==> config.mk <==
export PLATFORM = sky130hd
export DESIGN_NAME = tpumac_row_flat
export DESIGN_NICKNAME = d
export VERILOG_FILES = /design/src/rtl/tpumac_row_if.sv /design/src/rtl/tpumac_row.sv /design/src/flat_wrapper.sv
export SDC_FILE = /design/constraint.sdc
export NUM_CORES = 1
export LEC_CHECK = 0
export CAP_MARGIN = 25
export CORE_ASPECT_RATIO = 0.7
export CORE_MARGIN = 5
export CORE_UTILIZATION = 63
export DETAILED_ROUTE_END_ITERATION = 8
export MAX_ROUTING_LAYER = met4
export PLACE_DENSITY = 0.87
export SYNTH_ARGS = -nofsm -noshare
export SYNTH_HDL_FRONTEND = slang
export SYNTH_SLANG_ARGS = --single-unit
==> constraint.sdc <==
create_clock -name clk -period 12.1 [get_ports clk]
set_input_delay 3.63 -clock clk [delete_from_list [all_inputs] [get_ports clk]]
set_output_delay 3.63 -clock clk [all_outputs]
set_load 0.01 [all_outputs]
==> src/rtl/tpumac_row_if.sv <==
// rtl/tpumac_row_if.sv - control, operand and result bundle of the systolic MAC row
interface tpumac_row_if #(
    parameter int DATA_W = 8,
    parameter int ACC_W  = 16,
    parameter int COLS   = 4,
    parameter int CNT_W  = 8
);
    logic                    en;
    logic                    WrEn;
    logic                    clr;
    logic                    sat_en;
    logic [DATA_W-1:0]       Ain;
    logic [COLS*DATA_W-1:0]  Bin;
    logic [COLS*ACC_W-1:0]   Cin;
    logic [DATA_W-1:0]       Aout;
    logic [COLS*DATA_W-1:0]  Bout;
    logic [COLS*ACC_W-1:0]   Cout;
    logic [COLS-1:0]         sat_flag;
    logic [CNT_W-1:0]        mac_cnt;

    modport master (
        output en, WrEn, clr, sat_en, Ain, Bin, Cin,
        input  Aout, Bout, Cout, sat_flag, mac_cnt
    );

    modport slave (
        input  en, WrEn, clr, sat_en, Ain, Bin, Cin,
        output Aout, Bout, Cout, sat_flag, mac_cnt
    );
endinterface

==> src/rtl/tpumac_row.sv <==
// rtl/tpumac_row.sv - 1-D systolic row of MAC cells sharing one skewed A stream
module tpumac_row #(
    parameter int DATA_W = 8,
    parameter int ACC_W  = 16,
    parameter int COLS   = 4,
    parameter int CNT_W  = 8
) (
    input  logic          clk,
    input  logic          rst,
    tpumac_row_if.slave   bus
);
    localparam int SUM_W = ACC_W + 1;
    localparam logic signed [ACC_W-1:0] ACC_MAX = {1'b0, {(ACC_W-1){1'b1}}};
    localparam logic signed [ACC_W-1:0] ACC_MIN = {1'b1, {(ACC_W-1){1'b0}}};

    // The one-bit headroom in the sum only covers a full-width product if the
    // accumulator is at least twice the operand width.
    if (ACC_W < 2*DATA_W) begin : g_acc_w_check
        $error("tpumac_row: ACC_W must be >= 2*DATA_W");
    end
    if (COLS < 1) begin : g_cols_check
        $error("tpumac_row: COLS must be >= 1");
    end

    logic signed [DATA_W-1:0]   a_q     [COLS];
    logic signed [DATA_W-1:0]   b_q     [COLS];
    logic signed [ACC_W-1:0]    acc_q   [COLS];
    logic [COLS-1:0]            sat_q;
    logic [CNT_W-1:0]           cnt_q;

    logic signed [DATA_W-1:0]   a_in    [COLS];
    logic signed [DATA_W-1:0]   b_in    [COLS];
    logic signed [2*DATA_W-1:0] prod    [COLS];
    logic signed [SUM_W-1:0]    sum     [COLS];
    logic signed [ACC_W-1:0]    acc_nxt [COLS];
    logic [COLS-1:0]            ovf;

    // Per-column operand selection, MAC sum and overflow handling for an enabled cycle.
    always_comb begin
        ovf = '0;
        a_in[0] = bus.Ain;
        for (int c = 1; c < COLS; c++) begin
            a_in[c] = a_q[c-1];
        end
        for (int c = 0; c < COLS; c++) begin
            b_in[c] = bus.Bin[c*DATA_W +: DATA_W];
            prod[c] = a_in[c] * b_in[c];
            sum[c]  = SUM_W'(acc_q[c]) + SUM_W'(prod[c]);
            // The two top bits of the widened sum disagree exactly when it leaves the ACC_W range.
            ovf[c]  = sum[c][ACC_W] ^ sum[c][ACC_W-1];
            if (ovf[c] && bus.sat_en) begin
                acc_nxt[c] = sum[c][ACC_W] ? ACC_MIN : ACC_MAX;
            end else begin
                acc_nxt[c] = sum[c][ACC_W-1:0];
            end
        end
    end

    // State update with priority rst > clr > WrEn > en; nothing asserted holds all state.
    always_ff @(posedge clk) begin
        if (rst) begin
            for (int c = 0; c < COLS; c++) begin
                a_q[c]   <= '0;
                b_q[c]   <= '0;
                acc_q[c] <= '0;
            end
            sat_q <= '0;
            cnt_q <= '0;
        end else if (bus.clr) begin
            for (int c = 0; c < COLS; c++) begin
                acc_q[c] <= '0;
            end
            sat_q <= '0;
            cnt_q <= '0;
        end else if (bus.WrEn) begin
            for (int c = 0; c < COLS; c++) begin
                acc_q[c] <= bus.Cin[c*ACC_W +: ACC_W];
            end
            sat_q <= '0;
            cnt_q <= '0;
        end else if (bus.en) begin
            for (int c = 0; c < COLS; c++) begin
                a_q[c]   <= a_in[c];
                b_q[c]   <= b_in[c];
                acc_q[c] <= acc_nxt[c];
            end
            sat_q <= sat_q | ovf;
            if (cnt_q != '1) begin
                cnt_q <= cnt_q + CNT_W'(1);
            end
        end
    end

    assign bus.Aout     = a_q[COLS-1];
    assign bus.sat_flag = sat_q;
    assign bus.mac_cnt  = cnt_q;

    for (genvar c = 0; c < COLS; c++) begin : g_pack
        assign bus.Bout[c*DATA_W +: DATA_W] = b_q[c];
        assign bus.Cout[c*ACC_W +: ACC_W]   = acc_q[c];
    end
endmodule
==> src/flat_wrapper.sv <==
// flat-port wrapper written by rule: the top's interface ports become plain ports
module tpumac_row_flat 
#(
    parameter int DATA_W = 8,
    parameter int ACC_W  = 16,
    parameter int COLS   = 4,
    parameter int CNT_W  = 8
)
  (clk, rst, bus_en, bus_WrEn, bus_clr, bus_sat_en, bus_Ain, bus_Bin, bus_Cin, bus_Aout, bus_Bout, bus_Cout, bus_sat_flag, bus_mac_cnt);
  tpumac_row_if #(.DATA_W(DATA_W), .ACC_W(ACC_W), .COLS(COLS), .CNT_W(CNT_W)) bus_i ();
  input  logic clk;
  input  logic rst;
  input wire logic [$bits(bus_i.en)-1:0] bus_en;
  input wire logic [$bits(bus_i.WrEn)-1:0] bus_WrEn;
  input wire logic [$bits(bus_i.clr)-1:0] bus_clr;
  input wire logic [$bits(bus_i.sat_en)-1:0] bus_sat_en;
  input wire logic [$bits(bus_i.Ain)-1:0] bus_Ain;
  input wire logic [$bits(bus_i.Bin)-1:0] bus_Bin;
  input wire logic [$bits(bus_i.Cin)-1:0] bus_Cin;
  output wire logic [$bits(bus_i.Aout)-1:0] bus_Aout;
  output wire logic [$bits(bus_i.Bout)-1:0] bus_Bout;
  output wire logic [$bits(bus_i.Cout)-1:0] bus_Cout;
  output wire logic [$bits(bus_i.sat_flag)-1:0] bus_sat_flag;
  output wire logic [$bits(bus_i.mac_cnt)-1:0] bus_mac_cnt;
  assign bus_i.en = bus_en;
  assign bus_i.WrEn = bus_WrEn;
  assign bus_i.clr = bus_clr;
  assign bus_i.sat_en = bus_sat_en;
  assign bus_i.Ain = bus_Ain;
  assign bus_i.Bin = bus_Bin;
  assign bus_i.Cin = bus_Cin;
  assign bus_Aout = bus_i.Aout;
  assign bus_Bout = bus_i.Bout;
  assign bus_Cout = bus_i.Cout;
  assign bus_sat_flag = bus_i.sat_flag;
  assign bus_mac_cnt = bus_i.mac_cnt;
  tpumac_row #(.DATA_W(DATA_W), .ACC_W(ACC_W), .COLS(COLS), .CNT_W(CNT_W)) u_core (.clk(clk), .rst(rst), .bus(bus_i));
endmodule
# Word level (Yosys, flattened, before mapping)
# Memory sizes are Yosys's and may differ from the RTL's.
# Cells that the tools add are included.
# Widths: inputs -> output; s select.
[word_totals]
register_bits = 12
ram_bits = 128
in_bits = 110
out_inout_bits = 116
word_cells = 88
mem_count = 3
[memory_table]
columns = ["memory", "words", "word_bits", "rd", "rd_ports_with_merged_regs", "write_ports", "line_no", "rtl"]
rows = [
  ["u_core.acc_q", 4, 16, 4, 0, 4, "tpumac_row.sv:27", "logic signed [ACC_W-1:0] acc_q [COLS];"],
  ["u_core.a_q", 4, 8, 4, 0, 4, "tpumac_row.sv:25", "logic signed [DATA_W-1:0] a_q [COLS];"],
  ["u_core.b_q", 4, 8, 4, 0, 4, "tpumac_row.sv:26", "logic signed [DATA_W-1:0] b_q [COLS];"],
]
[op_classes]
n_addsub = 5
multipliers = 4
n_eq_ne = 1
n_mux = 42
n_bitwise = 25
reduce_logical = 6
[op_table]
columns = ["cell", "n"]
rows = [
  ["$mux 16", 20],
  ["$add 16x16->17", 4],
  ["$mul 8x8->16", 4],
  ["$mux 8", 8],
  ["$or 1x1->1", 20],
  ["$mux 1", 14],
  ["$add 8x1->8 const B", 1],
  ["$ne 8x8->1 const B", 1],
  ["$logic_and 1x1->1", 4],
  ["$or 4x4->4", 1],
  ["$xor 1x1->1", 4],
  ["$reduce_or 3->1", 1],
  ["$reduce_and 2->1", 1],
]

# Depth between registers and ports, before layout
[logic_depth]
depth_word = 6
depth_mapped = 20
ltp_nobuf = 19

# Worst setup path after synthesis
# No wires, ideal clock.
[synth_path]
path_type = "input -> register"
startpoint = "in bus_Bin[8]"
endpoint = "mem u_core.acc_q[1][12], data pin"
setup_time_ns = 0.280
arrival_ns = 8.783
t_required_ns = 11.820
path_slack_ns = 3.036
path_stages = 18
path_buffers = 2
path_cell_list = "clkbuf_1 > and2_1 > inv_1 > fa_1 > inv_1 > fa_1 > fa_1 > fa_1 > fa_1 > ha_1 > and2_4 > a221oi_2 > o21ai_1 > a211o_1 > and3_4 > nor4_4 > buf_6 > a311oi_1"
[synth_rtl]
columns = ["element", "line_no", "rtl"]
rows = [
  ["from (decl)", "flat_wrapper.sv:18", "input wire logic [$bits(bus_i.Bin)-1:0] bus_Bin;"],
  ["to (decl)", "tpumac_row.sv:27", ""],
]

==> impl_metrics.env <==
export IMPL_outcome="completed"
export IMPL_layout_worst_path_cycle_share=0.8066
export IMPL_syn_num_nets=2315
export IMPL_final_max_slew_viol_count=0
export IMPL_design_power_total_uw=5607
export IMPL_min_delay_path_class="reg2reg"
export IMPL_grtUsageTotal=0.3134
export IMPL_crit_arrival_ns=9.91
export IMPL_cpMostUsedCell="fa_1"
export IMPL_routed_via_density=5.871
export IMPL_critical_path_n_buffers_inverters=3
export IMPL_cts_path_max_buffers=2
export IMPL_grt_max_degree=65
export IMPL_cp_slowest_cell="nor4_4"
export IMPL_regToRegStartpoint="u_core.a_q[0][7]$_SDFFCE_PN0P_"
export IMPL_grt_overflow=0
export IMPL_finClkSkew_ns=0.01064
export IMPL_clock_sink_count=140
export IMPL_drt_initial_drc_count=1127
export IMPL_shortest_period_the_worst_path_allows_ns=9.759
export IMPL_power_switching_share=0.4951
export IMPL_critical_register_to_register_path_endpoint="u_core.acc_q[1][1]$_DFFE_PP_"
export IMPL_clk_transition_reported_paths_ns=0.06
export IMPL_antenna_diodes=0
export IMPL_synth_most_common_cell="inv_1"
export IMPL_vdd_ir_drop_worst_v=0.0003124
export IMPL_crit_path_cell_count=17
export IMPL_setup_repair_after_global_routing_missed_its_margin="false"
export IMPL_combinationalPowerShare=0.776
export IMPL_drt_antenna_violating_nets=0
export IMPL_floorplan_die_area_mm2=0.03275
export IMPL_crit_family="adder cells"
export IMPL_endpoint_kind="register"
export IMPL_cts_repair_resized=0
export IMPL_tightest_slew_ns=1.000
export IMPL_io_pins=226
export IMPL_final_hold_viol_count=0
export IMPL_dp_hpwl_um=38680
export IMPL_grt_first_pass_wirelength_um=78590
export IMPL_drt_pre_antenna_iters=7
export IMPL_ys_seq_elements=140
export IMPL_p_seq_frac=0.124
export IMPL_post_synth_main_area_contributors="fa_1, edfxtp_1, ha_1, inv_1, and2_1"
export IMPL_finalSetupViolations=0
export IMPL_syn_area_mm2=0.01838
export IMPL_power_share_clock=0.100
export IMPL_initial_utilization=0.6377
export IMPL_die_height_um=152.9
export IMPL_setup_total_negative_slack_ns=0
export IMPL_p_int_uw=2831
export IMPL_yosysWarningCount=0
export IMPL_max_slew_headroom=0.3282
export IMPL_die_width_um=214.2
export IMPL_post_synth_num_cell_types=71
export IMPL_hold_worst_slack_ns=0.4676
export IMPL_flow_area_growth_from_synthesis_pct=17.32
export IMPL_cts_buffers=17
export IMPL_fmaxAchievable_mhz=102.5
export IMPL_pwr_density_cell_mw_per_mm2=260.0
export IMPL_timing_reg2reg_worst_path_depth=16
export IMPL_synth_top_cell_area_share=0.3311
export IMPL_clock_tree_htree_level_count=4
export IMPL_design_core_area_mm2=0.02882
export IMPL_antenna_found_initial=1
export IMPL_clk_root_buffer_cell="clkbuf_16"
export IMPL_dominantRegCellSynth="edfxtp_1"
export IMPL_synth_edf_count=128
export IMPL_synth_sequential_area_ratio=0.2222
export IMPL_power_switching_uw=2776
export IMPL_routedWlPerCell_um=20.77
export IMPL_post_route_drc_count=0
export IMPL_routabilityCongestion=0.9605
export IMPL_ff2ff_setup_slack_ns=5.55
export IMPL_drv_cap=0
export IMPL_crit_path_start="bus_Bin[8]"
export IMPL_worst_path_largest_cell_delay_ns=0.87
export IMPL_drive_above_1_share=0.04243
export IMPL_number_of_global_route_vias_before_repair=14676
export IMPL_async_sr_flop_fraction=0
export IMPL_crit_end="u_core.acc_q[1][1]$_DFFE_PP_"
export IMPL_path_class="in2reg"
export IMPL_nNetsFinal=2514
export IMPL_synth_cells_most_frequent="inv_1, fa_1, ha_1"
export IMPL_num_vias=13704
export IMPL_syn_area_per_cell_um2=10.54
export IMPL_port_buffer_count=225
export IMPL_tritoncts="done"
export IMPL_worst_skew_late_latency_ns=0.45
export IMPL_crit_path_cell_trace="clkdlybuf4s50_1 -> and2_1 -> inv_1 -> fa_1 -> inv_1 -> fa_1 -> fa_1 -> fa_1 -> fa_1 -> ha_1 -> and2_4 -> a221oi_2 -> o21ai_1 -> a211o_1 -> and3_4 -> nor4_4 -> a211oi_2"
export IMPL_timing_critical_path_from_type="input pin"
export IMPL_timing_critical_path_fanout_max=15
export IMPL_worstPathRequired_ns=12.25
export IMPL_post_cts_setup_buffer_count=0
export IMPL_post_cts_hold_buffer_count=0
export IMPL_synth_top_cell_by_area="fa_1"
export IMPL_syn_instance_count=1744
export IMPL_power_leakage_uw=0.01029
export IMPL_route_final_wire_length_um=48480
export IMPL_placementRows=52
==> sequential cells by signal, indices dropped and copies added (netlist names) <==
name	flops
u_core.bus.sat_flag	4
u_core.bus.mac_cnt	8
u_core.acc_q	64
u_core.b_q	32
u_core.a_q	32
==> layout make-up <==
cell class                 instances  area [um^2]
timing repair buffer             234         2315
tap                              378        473.0
clock buffer                      22        529.3
clock inverter                    10        97.59
sequential                       140         4084
inverter                         357         1340
fill                            1959         7257
multi-input combinational       1193        12730
==> power groups by stage <==
stage / Combinational (uW) / Clock (uW) / Sequential [uW]
after floorplan: 3150 / 0 / 708
after global placement: 4030 / 0 / 704
after detailed placement: 4220 / 0 / 704
after CTS: 4300 / 561 / 696
after global routing: 4810 / 585 / 704
final: 4350 / 560 / 696
==> worst min path at each step <==
stage | endpoint | depth (start not counted) | from | slack, ns
finish | u_core.bus.sat_flag[1]$_SDFFE_PP0P_ | 2 | u_core.bus.sat_flag[1]$_SDFFE_PP0P_ | 0.47
detailed placement | u_core.bus.sat_flag[1]$_SDFFE_PP0P_ | 2 | u_core.bus.sat_flag[1]$_SDFFE_PP0P_ | 0.45
global placement | u_core.bus.sat_flag[1]$_SDFFE_PP0P_ | 2 | u_core.bus.sat_flag[1]$_SDFFE_PP0P_ | 0.44
CTS | u_core.bus.sat_flag[1]$_SDFFE_PP0P_ | 2 | u_core.bus.sat_flag[1]$_SDFFE_PP0P_ | 0.47
floorplan | u_core.bus.sat_flag[1]$_SDFFE_PP0P_ | 2 | u_core.bus.sat_flag[1]$_SDFFE_PP0P_ | 0.47
global route | u_core.bus.sat_flag[1]$_SDFFE_PP0P_ | 2 | u_core.bus.sat_flag[1]$_SDFFE_PP0P_ | 0.48
==> layout by cell type (no fill, tap or decap), types with 8 or more instances in the layout <==
master             n
inv_1            353
fa_1             304
clkdlybuf4s50_1  224
ha_1             157
and2_1           130
edfxtp_1         128
nand2_1          127
and3_1            67
nor2_1            62
a21oi_1           48
xnor2_1           47
a221o_1           39
clkbuf_16         21
xor2_1            18
a21o_1            15
o21ai_0           15
nand3_1           12
dfxtp_1           12
nor3_1            11
o21ai_1           10
buf_4              9
o21bai_1           8
a211oi_2           8
a211oi_1           8
a22o_1             8
==> worst register-to-register path, cell delays in order (launching register included) <==
cell and delay, ns:
edfxtp_1 0.60, and2_1 0.54, inv_1 0.19, fa_1 0.51
inv_1 0.06, fa_1 0.49, fa_1 0.57, fa_1 0.44
fa_1 0.39, ha_1 0.38, and2_4 0.18, a221oi_2 0.26
o21ai_1 0.14, a211o_1 0.33, and3_4 0.21, nor4_4 0.87
a211oi_2 0.10
==> logic make-up (layout without fill, tap and decap cells) <==
kind of cell / after synthesis / in the layout / synth area share
adders and majority gates: 461 / 461 / 0.4380
and+or+nand+nor: 451 / 451 / 0.1289
buffers and inverters: 411 / 623 / 0.08617
AOI/OAI and AO/OA: 213 / 213 / 0.09121
DFF: 140 / 140 / 0.2222
xor gates and xnor gates: 67 / 67 / 0.03308
muxes: 1 / 1 / 0.0005446
==> layer usage <==
| layer | up-vias | global-route usage | wire, um |
|---|---|---|---|
| li1 | 6047 | - | - |
| met1 | 6879 | 0.4275 | 20650 |
| met2 | 693 | 0.4684 | 21940 |
| met5 | - | - | 0 |
| met3 | 85 | 0.08699 | 4695 |
| met4 | 0 | 0.09013 | 1198 |
==> metrics by stage <==
step / setup slack, ns / cell area, um^2 / utilization / cells
global route: 2.006 / 21570 / 0.7482 / 2334
global placement: 2.126 / 20940 / 0.7265 / 2302
finish: 2.341 / 21570 / 0.7482 / 2334
CTS: 2.352 / 21570 / 0.7482 / 2334
detailed placement: 1.895 / 20940 / 0.7265 / 2302
floorplan: 3.036 / 18380 / - / 1744
Power figures use the tool's default switching activity.
